[config.mk]
export PLATFORM = sky130hd
export DESIGN_NAME = mem_cycle_sequencer
export DESIGN_NICKNAME = d
export VERILOG_FILES = /design/src/rtl/mem_cycle_sequencer.sv
export SDC_FILE = /design/constraint.sdc
export NUM_CORES = 1
export LEC_CHECK = 0
export ABC_AREA = 1
export CORE_UTILIZATION = 49
export DETAILED_ROUTE_END_ITERATION = 16
export PLACE_DENSITY_LB_ADDON = 0.08
export SETUP_SLACK_MARGIN = 0.3
export SYNTH_ARGS = -nofsm -noshare
export SYNTH_HDL_FRONTEND = slang
export SYNTH_SLANG_ARGS = --single-unit
[constraint.sdc]
create_clock -name clk_i -period 1.6 [get_ports clk_i]
set_clock_uncertainty 0.1 [all_clocks]
set_input_delay 0.4 -clock clk_i [delete_from_list [all_inputs] [get_ports clk_i]]
set_output_delay 0.4 -clock clk_i [all_outputs]
set_load 0.02 [all_outputs]
[src/rtl/mem_cycle_sequencer.sv]
// Multicycle fetch/decode/memory/writeback sequencer for the rv32 core.
// Shares one memory bus port between instruction fetch (PC) and data access
// (ALU result), latches decoder flags once per instruction, produces byte
// lane enables and traps a bus that never acknowledges.
module mem_cycle_sequencer #(
   parameter int TIMEOUT = 255,
   parameter int CNT_W   = 8
) (
   input  logic       clk_i,
   input  logic       rst_i,
   input  logic       halt_i,
   input  logic       read_mem_i,
   input  logic       write_mem_i,
   input  logic       load_byte_i,
   input  logic       store_byte_i,
   input  logic       reg_write_en_i,
   input  logic [1:0] addr_lsb_i,
   input  logic       bus_ack_i,
   output logic       bus_req_o,
   output logic       bus_we_o,
   output logic       bus_addr_sel_o,
   output logic [3:0] bus_be_o,
   output logic       inst_latch_en_o,
   output logic       pc_en_o,
   output logic       rf_we_o,
   output logic [2:0] state_o,
   output logic       bus_timeout_o
);

   typedef enum logic [2:0] {
      IDLE   = 3'd0,
      FETCH  = 3'd1,
      DECODE = 3'd2,
      MEM    = 3'd3,
      WB     = 3'd4,
      ERROR  = 3'd5
   } seqState_t;

   // Last wait-counter value a request may reach before it is declared dead.
   localparam logic [CNT_W-1:0] LAST_WAIT = CNT_W'(TIMEOUT - 1);

   seqState_t        state_q, state_d;
   logic [CNT_W-1:0] waitCnt_q, waitCnt_d;
   logic             wr_q, wr_d;
   logic             lb_q, lb_d;
   logic             sb_q, sb_d;
   logic             rwe_q, rwe_d;
   logic [1:0]       lsb_q, lsb_d;

   // State, bus-wait counter and latched decoder flags.
   always_ff @(posedge clk_i) begin
      if (rst_i) begin
         state_q   <= IDLE;
         waitCnt_q <= '0;
         wr_q      <= 1'b0;
         lb_q      <= 1'b0;
         sb_q      <= 1'b0;
         rwe_q     <= 1'b0;
         lsb_q     <= 2'b00;
      end else begin
         state_q   <= state_d;
         waitCnt_q <= waitCnt_d;
         wr_q      <= wr_d;
         lb_q      <= lb_d;
         sb_q      <= sb_d;
         rwe_q     <= rwe_d;
         lsb_q     <= lsb_d;
      end
   end

   // Next state, wait counting and once-per-instruction flag capture.
   // The read flag only steers DECODE toward MEM; a write always wins, so
   // only the write flag needs to be remembered for the bus direction.
   always_comb begin
      state_d   = state_q;
      waitCnt_d = waitCnt_q;
      wr_d      = wr_q;
      lb_d      = lb_q;
      sb_d      = sb_q;
      rwe_d     = rwe_q;
      lsb_d     = lsb_q;
      case (state_q)
         IDLE: begin
            if (!halt_i) begin
               state_d   = FETCH;
               waitCnt_d = '0;
            end
         end
         FETCH, MEM: begin
            if (bus_ack_i) begin
               state_d = (state_q == FETCH) ? DECODE : WB;
            end else if (waitCnt_q == LAST_WAIT) begin
               state_d = ERROR;
            end else begin
               waitCnt_d = waitCnt_q + CNT_W'(1);
            end
         end
         DECODE: begin
            wr_d  = write_mem_i;
            lb_d  = load_byte_i;
            sb_d  = store_byte_i;
            rwe_d = reg_write_en_i;
            lsb_d = addr_lsb_i;
            if (read_mem_i || write_mem_i) begin
               state_d   = MEM;
               waitCnt_d = '0;
            end else begin
               state_d = WB;
            end
         end
         WB: begin
            if (halt_i) begin
               state_d = IDLE;
            end else begin
               state_d   = FETCH;
               waitCnt_d = '0;
            end
         end
         ERROR: begin
            state_d = ERROR;
         end
         default: begin
            state_d = IDLE;
         end
      endcase
   end

   // Moore outputs from the registered state and flags; inst_latch_en is the
   // one Mealy output so the instruction register captures on the ack cycle.
   // Everything is forced low while reset is held so nothing escapes mid-reset.
   always_comb begin
      bus_req_o       = 1'b0;
      bus_we_o        = 1'b0;
      bus_addr_sel_o  = 1'b0;
      bus_be_o        = 4'b0000;
      inst_latch_en_o = 1'b0;
      pc_en_o         = 1'b0;
      rf_we_o         = 1'b0;
      state_o         = 3'd0;
      bus_timeout_o   = 1'b0;
      if (!rst_i) begin
         state_o = state_q;
         case (state_q)
            FETCH: begin
               bus_req_o       = 1'b1;
               bus_be_o        = 4'b1111;
               inst_latch_en_o = bus_ack_i;
            end
            MEM: begin
               bus_req_o      = 1'b1;
               bus_addr_sel_o = 1'b1;
               bus_we_o       = wr_q;
               bus_be_o       = (lb_q || sb_q) ? (4'b0001 << lsb_q) : 4'b1111;
            end
            WB: begin
               pc_en_o = 1'b1;
               rf_we_o = rwe_q & ~wr_q;
            end
            ERROR: begin
               bus_timeout_o = 1'b1;
            end
            default: begin
               bus_req_o = 1'b0;
            end
         endcase
      end
   end

endmodule

==> impl_metrics.yaml, run 1 <==
run_status:
  status: "aborted with a tool error"
  firstError: "[ERROR DPL-0038] Utilization greater than 100%, impossible to legalize"
  stop_stage: "global routing"
grt:
  grt_start_max_net_pins: 14
logic_synthesis:
  ys_warn_count: 0
  synth_top_area_share_pct: 31.0
  yosysSeqAreaShare_pct: 31.0
  ys_types: 26
  synthesis.instances: 175
  syn-cell-area_mm2: 0.00110
  yosys-top-cells-area: "dfxtp_1 31%, nand2_1 13%, nor2_1 9.9%, inv_1 9.6%, a21oi_1 5.9%"
  syn-num-nets: 188
  ys_ff_latch: 17
  yosysTopAreaCell: "dfxtp_1"
  syn_area_per_cell_um2: 6.28
cts:
  cts-buffers-inserted: 3
  htreeDepth: 1
  root_buffer: "clkbuf_4"
  clk_path_buf_depth: 2
  clkSinkCount: 17
die:
  die_w_um: 49.4
  io_pins: 25
  start_util_pct: 53.8
  num_rows: 16
  die_h_um: 49.4
timing:
  worst_endpoint_kind: "top-level output"
  worst_endpoint: "inst_latch_en_o"
place:
  placed_area_mm2: 0.00163
  port_buffers: 24
  post-place-ws_ps: -777
  dp.final_hpwl_mm: 2.39
  gp_congestion: 0.893
synth_stat cells, drive strengths merged:
cell type	instances
o21ai	12
nand3b	1
nor4	1
nand4	2
a31oi	1
nor2	33
nand3	13
o21bai	1
or2	1
nand2	42
a21oi	13
ha	2
clkbuf	2
inv	29
nor3	3
buf	1
dfxtp	17
a211oi	1
what timing repair did:
item	in CTS
pin swaps	18
setup buffers	13
gates resized for setup	139
gates cloned	2
endpoints found under the hold margin	0
endpoints found under the setup margin	31
hold buffers	0
kinds of logic after synthesis:
kind of cell,share of synthesized area [%]
AO/OA/AOI/OAI,13.3
flip-flops,31.0
adder cells (fa/ha/maj),2.28
AND/OR/NAND/NOR,41.5
buffers and inverters,12.0
through the flow:
stage / instances / TNS, ps
after floorplan: 175 / 0
after global placement: 247 / -12560
after detailed placement: 247 / -13410
after CTS: 266 / -1460
==> run 2: changes to the inputs <==
- CORE_AREA: unset -> 2 2 63 65
- CORE_UTILIZATION: 49 -> unset
- DIE_AREA: unset -> 0 0 65 67
- PLACE_DENSITY_LB_ADDON: 0.08 -> 0.15
- SETUP_SLACK_MARGIN: 0.3 -> unset
==> run 2 against run 1 <==
Compared with the run above: the flow now finishes, with violations (negative setup slack); synthesized cell count unchanged; synthesized area unchanged.
==> impl_metrics.yaml, run 2 <==
run_status:
  status: "complete, but fails checks"
  violations: "negative setup slack"
critical_path:
  critPathRequiredTime_ps: 1100
  crit_family: "simple AND/OR/NAND/NOR gates"
  crit_path_frequent_cell: "inv_2"
  endpoint_kind: "primary output"
  cp_cell_sequence: "inv_2 > nand2_4 > nor2_4 > inv_2 > nor3_4 > buf_6"
  crit_path_start_kind: "flip-flop"
  cp_slowest_stage_delay_ps: 340
  crit_type: "flip-flop to primary output"
  crit_slowest_cell: "dfxtp_2"
  cp.arrival_ps: 1200
  cp.buffers_inverters: 3
  cp_max_fo: 3
logic_synthesis:
  synth_compound_area_share_pct: 13.3
  synthSimpleGateAreaFrac_pct: 41.5
  syn-num-nets: 188
  synth_common_cells: "37 x nand2_1, 29 x nor2_1, 28 x inv_1"
  synth_top_family_by_area: "simple AND/OR/NAND/NOR gates"
  yosys-top-cells-area: "dfxtp_1 31%, nand2_1 13%, nor2_1 9.9%, inv_1 9.6%, a21oi_1 5.9%"
  ys_ff_latch: 17
  synth_edf_count: 0
  ys_warn_count: 0
  yosysSeqAreaShare_pct: 31.0
  syn-cell-area_mm2: 0.00110
  synthArstFlopShare_pct: 0
  synthesis.instances: 175
  yosysTopAreaCell: "dfxtp_1"
  syn_area_per_cell_um2: 6.28
  synth-xor-area-share_pct: 0
  ys.flop_type: "dfxtp_1"
  synthMuxAreaShare_pct: 0
  yosysMostFrequentCell: "nand2_1"
  synth_fa_ha_area_share_pct: 2.28
  ys_types: 26
  synth_top_area_share_pct: 31.0
layout:
  final_area_mm2: 0.00181
  antenna_cells: 0
  syn2layout_area_growth_pct: 64.8
  fin_util_pct: 50.2
  largest-register: "waitCnt_q"
  fillers: 358
  reg_top3: "waitCnt_q (8), state_q (3), lsb_q (2)"
  largest_reg_flops: 8
  nets: 242
  final_common_cell: "nand2_1"
  drive_gt1_share_pct: 39.5
  layout_common_cells: "35 x nand2_1, 30 x buf_4, 22 x nor2_1, 21 x inv_1, 12 x dfxtp_1"
die:
  core_mm2: 0.00361
  die_w_um: 65
  num_rows: 22
  io_pins: 25
  start_util_pct: 30.5
  die_area_mm2: 0.00436
  die_h_um: 67
grt:
  antenna_found_initial: 0
  grt_remaining_overflow: 0
  grt_start_max_net_pins: 14
  grt_pass1_wl_mm: 5.14
  grt_usage_pct: 15.1
  first_global_vias: 1175
cts:
  clkSlewWorstSetupHoldPaths_ps: 70
  clk_path_buf_depth: 2
  clkSinkCount: 17
  htreeDepth: 1
  root_buffer: "clkbuf_8"
  cts_tree: "built"
  cts-buffers-inserted: 3
  clk-insertion-delay-late_ps: 250
  hold_buffers: 0
place:
  gp_congestion: 0.877
  placed_area_mm2: 0.00156
  post-place-ws_ps: -802
  dp.final_hpwl_mm: 2.32
  port_buffers: 24
routing:
  viasPerCell: 4.59
  antenna_left: 0
  route.detailed.drc: 0
  vias: 1268
  firstDrtPassIters: 4
  route.detailed.wl_per_inst_um: 11.5
  wl_mm: 3.17
  drtIter0Drc: 80
timing:
  fmax_ghz: 0.588
  period_share_pct: 106
  slew_headroom_pct: 70.7
  final_hold_viol_count: 0
  slew_viol_final: 0
  worst_pin_slew_ps: 439
  setup_ws_ps: -102
  setup_viol: 9
  grt_setup_unrepaired: "true"
  finalCriticalPeriod_ps: 1700
min_path:
  hold_path_class: "input pin to flip-flop"
power_and_ir_drop:
  power_density_mw_per_mm2: 1420
  vdd_drop_max_mv: 0.692
  p_leak_nw: 0.812
job:
  cap_violations: 0
run 2: cell counts after synthesis:
Identical to the previous run, type by type.
run 2: metal layers:
layer | share of wire [%] | track usage [%] | wire length, um
met5 | 0 | 0 | 0
met4 | 0.63 | 3.99 | 20
met3 | 2.9 | 2.36 | 92
met2 | 51 | 27.3 | 1630
met1 | 45 | 18.5 | 1430
run 2: cells by family (layout without fill, tap and decap cells):
logic type,count (synthesis),in the layout
and+or+nand+nor,96,97
buffers and inverters,32,84
adders and majority gates,2,2
AOI/OAI and AO/OA,28,28
DFF,17,17
run 2: worst register-to-register path: stages, from the launching register on:
cell and delay (ps):
dfxtp_4 400, nor2_4 50, buf_4 120, buf_4 130, nand2_2 90, nand2_4 70
nor2_8 180, nand2_4 90, a21oi_1 150, nor2_2 60
run 2: final timing paths:
check              startpoint  cells after the start               to  slack (ps)
setup reg to reg   state_q[1]                      9     waitCnt_q[6]          60
hold / removal    write_mem_i                      3             wr_q         390
setup / recovery   state_q[2]                      6  inst_latch_en_o        -100
hold reg to reg          sb_q                      2             sb_q         420
run 2: area by class of cell:
cell class / count / area (um^2) / area share (%)
well taps: 48 / 60.1 / 3.32
flip-flops and latches: 17 / 352 / 19.4
clock buffers: 3 / 41.3 / 2.28
multi-input cells: 127 / 785 / 43.3
repair buffers: 51 / 454 / 25.1
inverters: 29 / 114 / 6.29
clock inverters: 1 / 5.00 / 0.276
run 2: report_power, final:
| group | switching, mW | internal (mW) |
|---|---|---|
| combinational | 0.862 | 0.713 |
| sequential | 0.110 | 0.556 |
| clock | 0.152 | 0.173 |
| total | 1.12 | 1.44 |
run 2: repair_timing:
action / 4_1_cts / 5_1_grt
gates resized for setup: 102 / 37
buffers inserted: 3 / 3
setup endpoints to repair: 27 / 23
cloned: 1 / 0
pin swaps: 5 / 14
run 2: through the flow:
step                hold slack (ps)  instances  TNS (ps)  total power [mW]
CTS                             417        274      -578              2.38
finish                          388        276      -535              2.57
global placement                342        266    -15220              1.90
detailed placement              358        266    -15520              1.92
floorplan                       329        175     -58.2              1.38
global route                    433        276     -1210              2.76
Power figures use the tool's default switching activity.
==> run 3: changes to the inputs <==
- PLACE_DENSITY_LB_ADDON: 0.15 -> 0.25
==> run 3 against run 2 <==
Compared with the run above: the run still ends with negative setup slack left; power increased by 0.99%; core utilization up 1.7 points; worst setup slack worse by 0.78 ps; register-to-register slack improved by 20 ps; count of clock-buffer cells in the layout unchanged; die area is the same; fmax hardly changed; via count up 1.2%; global-route usage is 0.94 points higher; critical path type unchanged; highest routed layer unchanged.
==> impl_metrics.yaml, run 3 (synthesis gave the netlist of run 2 again) <==
critical_path:
  crit_type: "flip-flop to primary output"
  cp.buffers_inverters: 3
  cp_slowest_stage_delay_ps: 340
  crit_family: "flip-flops"
  crit_path_frequent_cell: "inv_2"
  endpoint_kind: "primary output"
  crit_path_start_kind: "flip-flop"
  cp_cell_sequence: "inv_2 > nand2_4 > nor2_4 > inv_2 > nor3_4 > buf_6"
  crit_slowest_cell: "dfxtp_2"
  critPathRequiredTime_ps: 1100
  cp_max_fo: 3
  cp.arrival_ps: 1200
cts:
  hold_buffers: 0
  clkSlewWorstSetupHoldPaths_ps: 70
  clk-insertion-delay-late_ps: 250
  clkSinkCount: 17
  cts-buffers-inserted: 3
  cts_tree: "built"
  root_buffer: "clkbuf_8"
  htreeDepth: 1
  clk_path_buf_depth: 2
routing:
  route.detailed.wl_per_inst_um: 11.2
  viasPerCell: 4.38
  wl_mm: 3.29
  drtIter0Drc: 34
  antenna_left: 0
  vias: 1283
  route.detailed.drc: 0
  firstDrtPassIters: 4
grt:
  grt_usage_pct: 16.0
  grt_start_max_net_pins: 13
  grt_remaining_overflow: 0
  first_global_vias: 1231
  grt_pass1_wl_mm: 5.33
  antenna_found_initial: 0
timing:
  fmax_ghz: 0.587
  grt_setup_unrepaired: "true"
  slew_headroom_pct: 83.8
  final_hold_viol_count: 0
  period_share_pct: 106
  finalCriticalPeriod_ps: 1700
  fin_tns_setup_ps: -718
  setup_viol: 10
  setup_ws_ps: -103
  slew_viol_final: 0
  holdWs_ps: 376
  worst_pin_slew_ps: 240
place:
  dp.final_hpwl_mm: 2.38
  placed_area_mm2: 0.00167
  post-place-ws_ps: -853
  gp_congestion: 0.867
  port_buffers: 24
layout:
  nets: 259
  fillers: 362
  final_common_cell: "buf_4"
  fin_util_pct: 51.9
  final_area_mm2: 0.00187
  layout_common_cells: "46 x buf_4, 36 x nand2_1, 24 x nor2_1, 22 x inv_1, 13 x dfxtp_1"
  largest_reg_flops: 8
  antenna_cells: 0
  largest-register: "waitCnt_q"
  syn2layout_area_growth_pct: 70.3
  reg_top3: "waitCnt_q (8), state_q (3), lsb_q (2)"
  drive_gt1_share_pct: 40.8
die:
  num_rows: 22
  core_mm2: 0.00361
  io_pins: 25
  die_h_um: 67
  start_util_pct: 30.5
  die_w_um: 65
  die_area_mm2: 0.00436
run_status:
  violations: "negative setup slack"
  status: "complete, but fails checks"
min_path:
  hold_path_class: "flip-flop to flip-flop"
power_and_ir_drop:
  power_density_mw_per_mm2: 1390
  vdd_drop_max_mv: 0.769
  p_leak_nw: 0.865
job:
  cap_violations: 0
run 3: final timing paths:
check	from	to	slack [ps]	cells after the start
min reg2reg	rwe_q	rwe_q	380	2
max reg2reg	state_q[0]	waitCnt_q[2]	80	9
min	rwe_q	rwe_q	380	2
max	state_q[2]	inst_latch_en_o	-100	6
run 3: stage by stage:
| step | power [mW] | instances |
|---|---|---|
| after global placement | 2.02 | 280 |
| after CTS | 2.50 | 292 |
| after global routing | 2.81 | 293 |
| after floorplan | 1.38 | 175 |
| final | 2.59 | 293 |
| after detailed placement | 2.02 | 280 |
run 3: metal layers:
metal	part of all wire (%)	track usage (%)
met2	51	30.9
met1	43	17.6
met4	1.3	3.99
met5	0	0
met3	4.5	3.55
run 3: layout make-up:
cell class / count / area, um^2 / share of cell area, %
Tap cell: 48 / 60.1 / 3.21
Timing Repair Buffer: 68 / 574 / 30.7
Clock buffer: 3 / 41.3 / 2.21
Clock inverter: 1 / 5.00 / 0.268
Sequential cell: 17 / 350 / 18.7
Inverter: 29 / 111 / 5.95
Multi-Input combinational cell: 127 / 728 / 38.9
run 3: power breakdown:
part	switching (mW)	internal (mW)
clock network	0.162	0.173
logic	0.850	0.760
registers	0.0935	0.553
run 3: what timing repair did:
action,in CTS,in global routing
endpoints found under the setup margin,29,25
pin swaps,5,6
gates cloned,1,0
setup buffers,7,2
gates resized for setup,102,23
run 3: worst min-delay path: cells and delay by family (launching register included):
family | cells | cell delay (ps)
AO/OA/AOI/OAI | 1 | 60
flip-flops | 1 | 300
buffers and inverters | 1 | 70
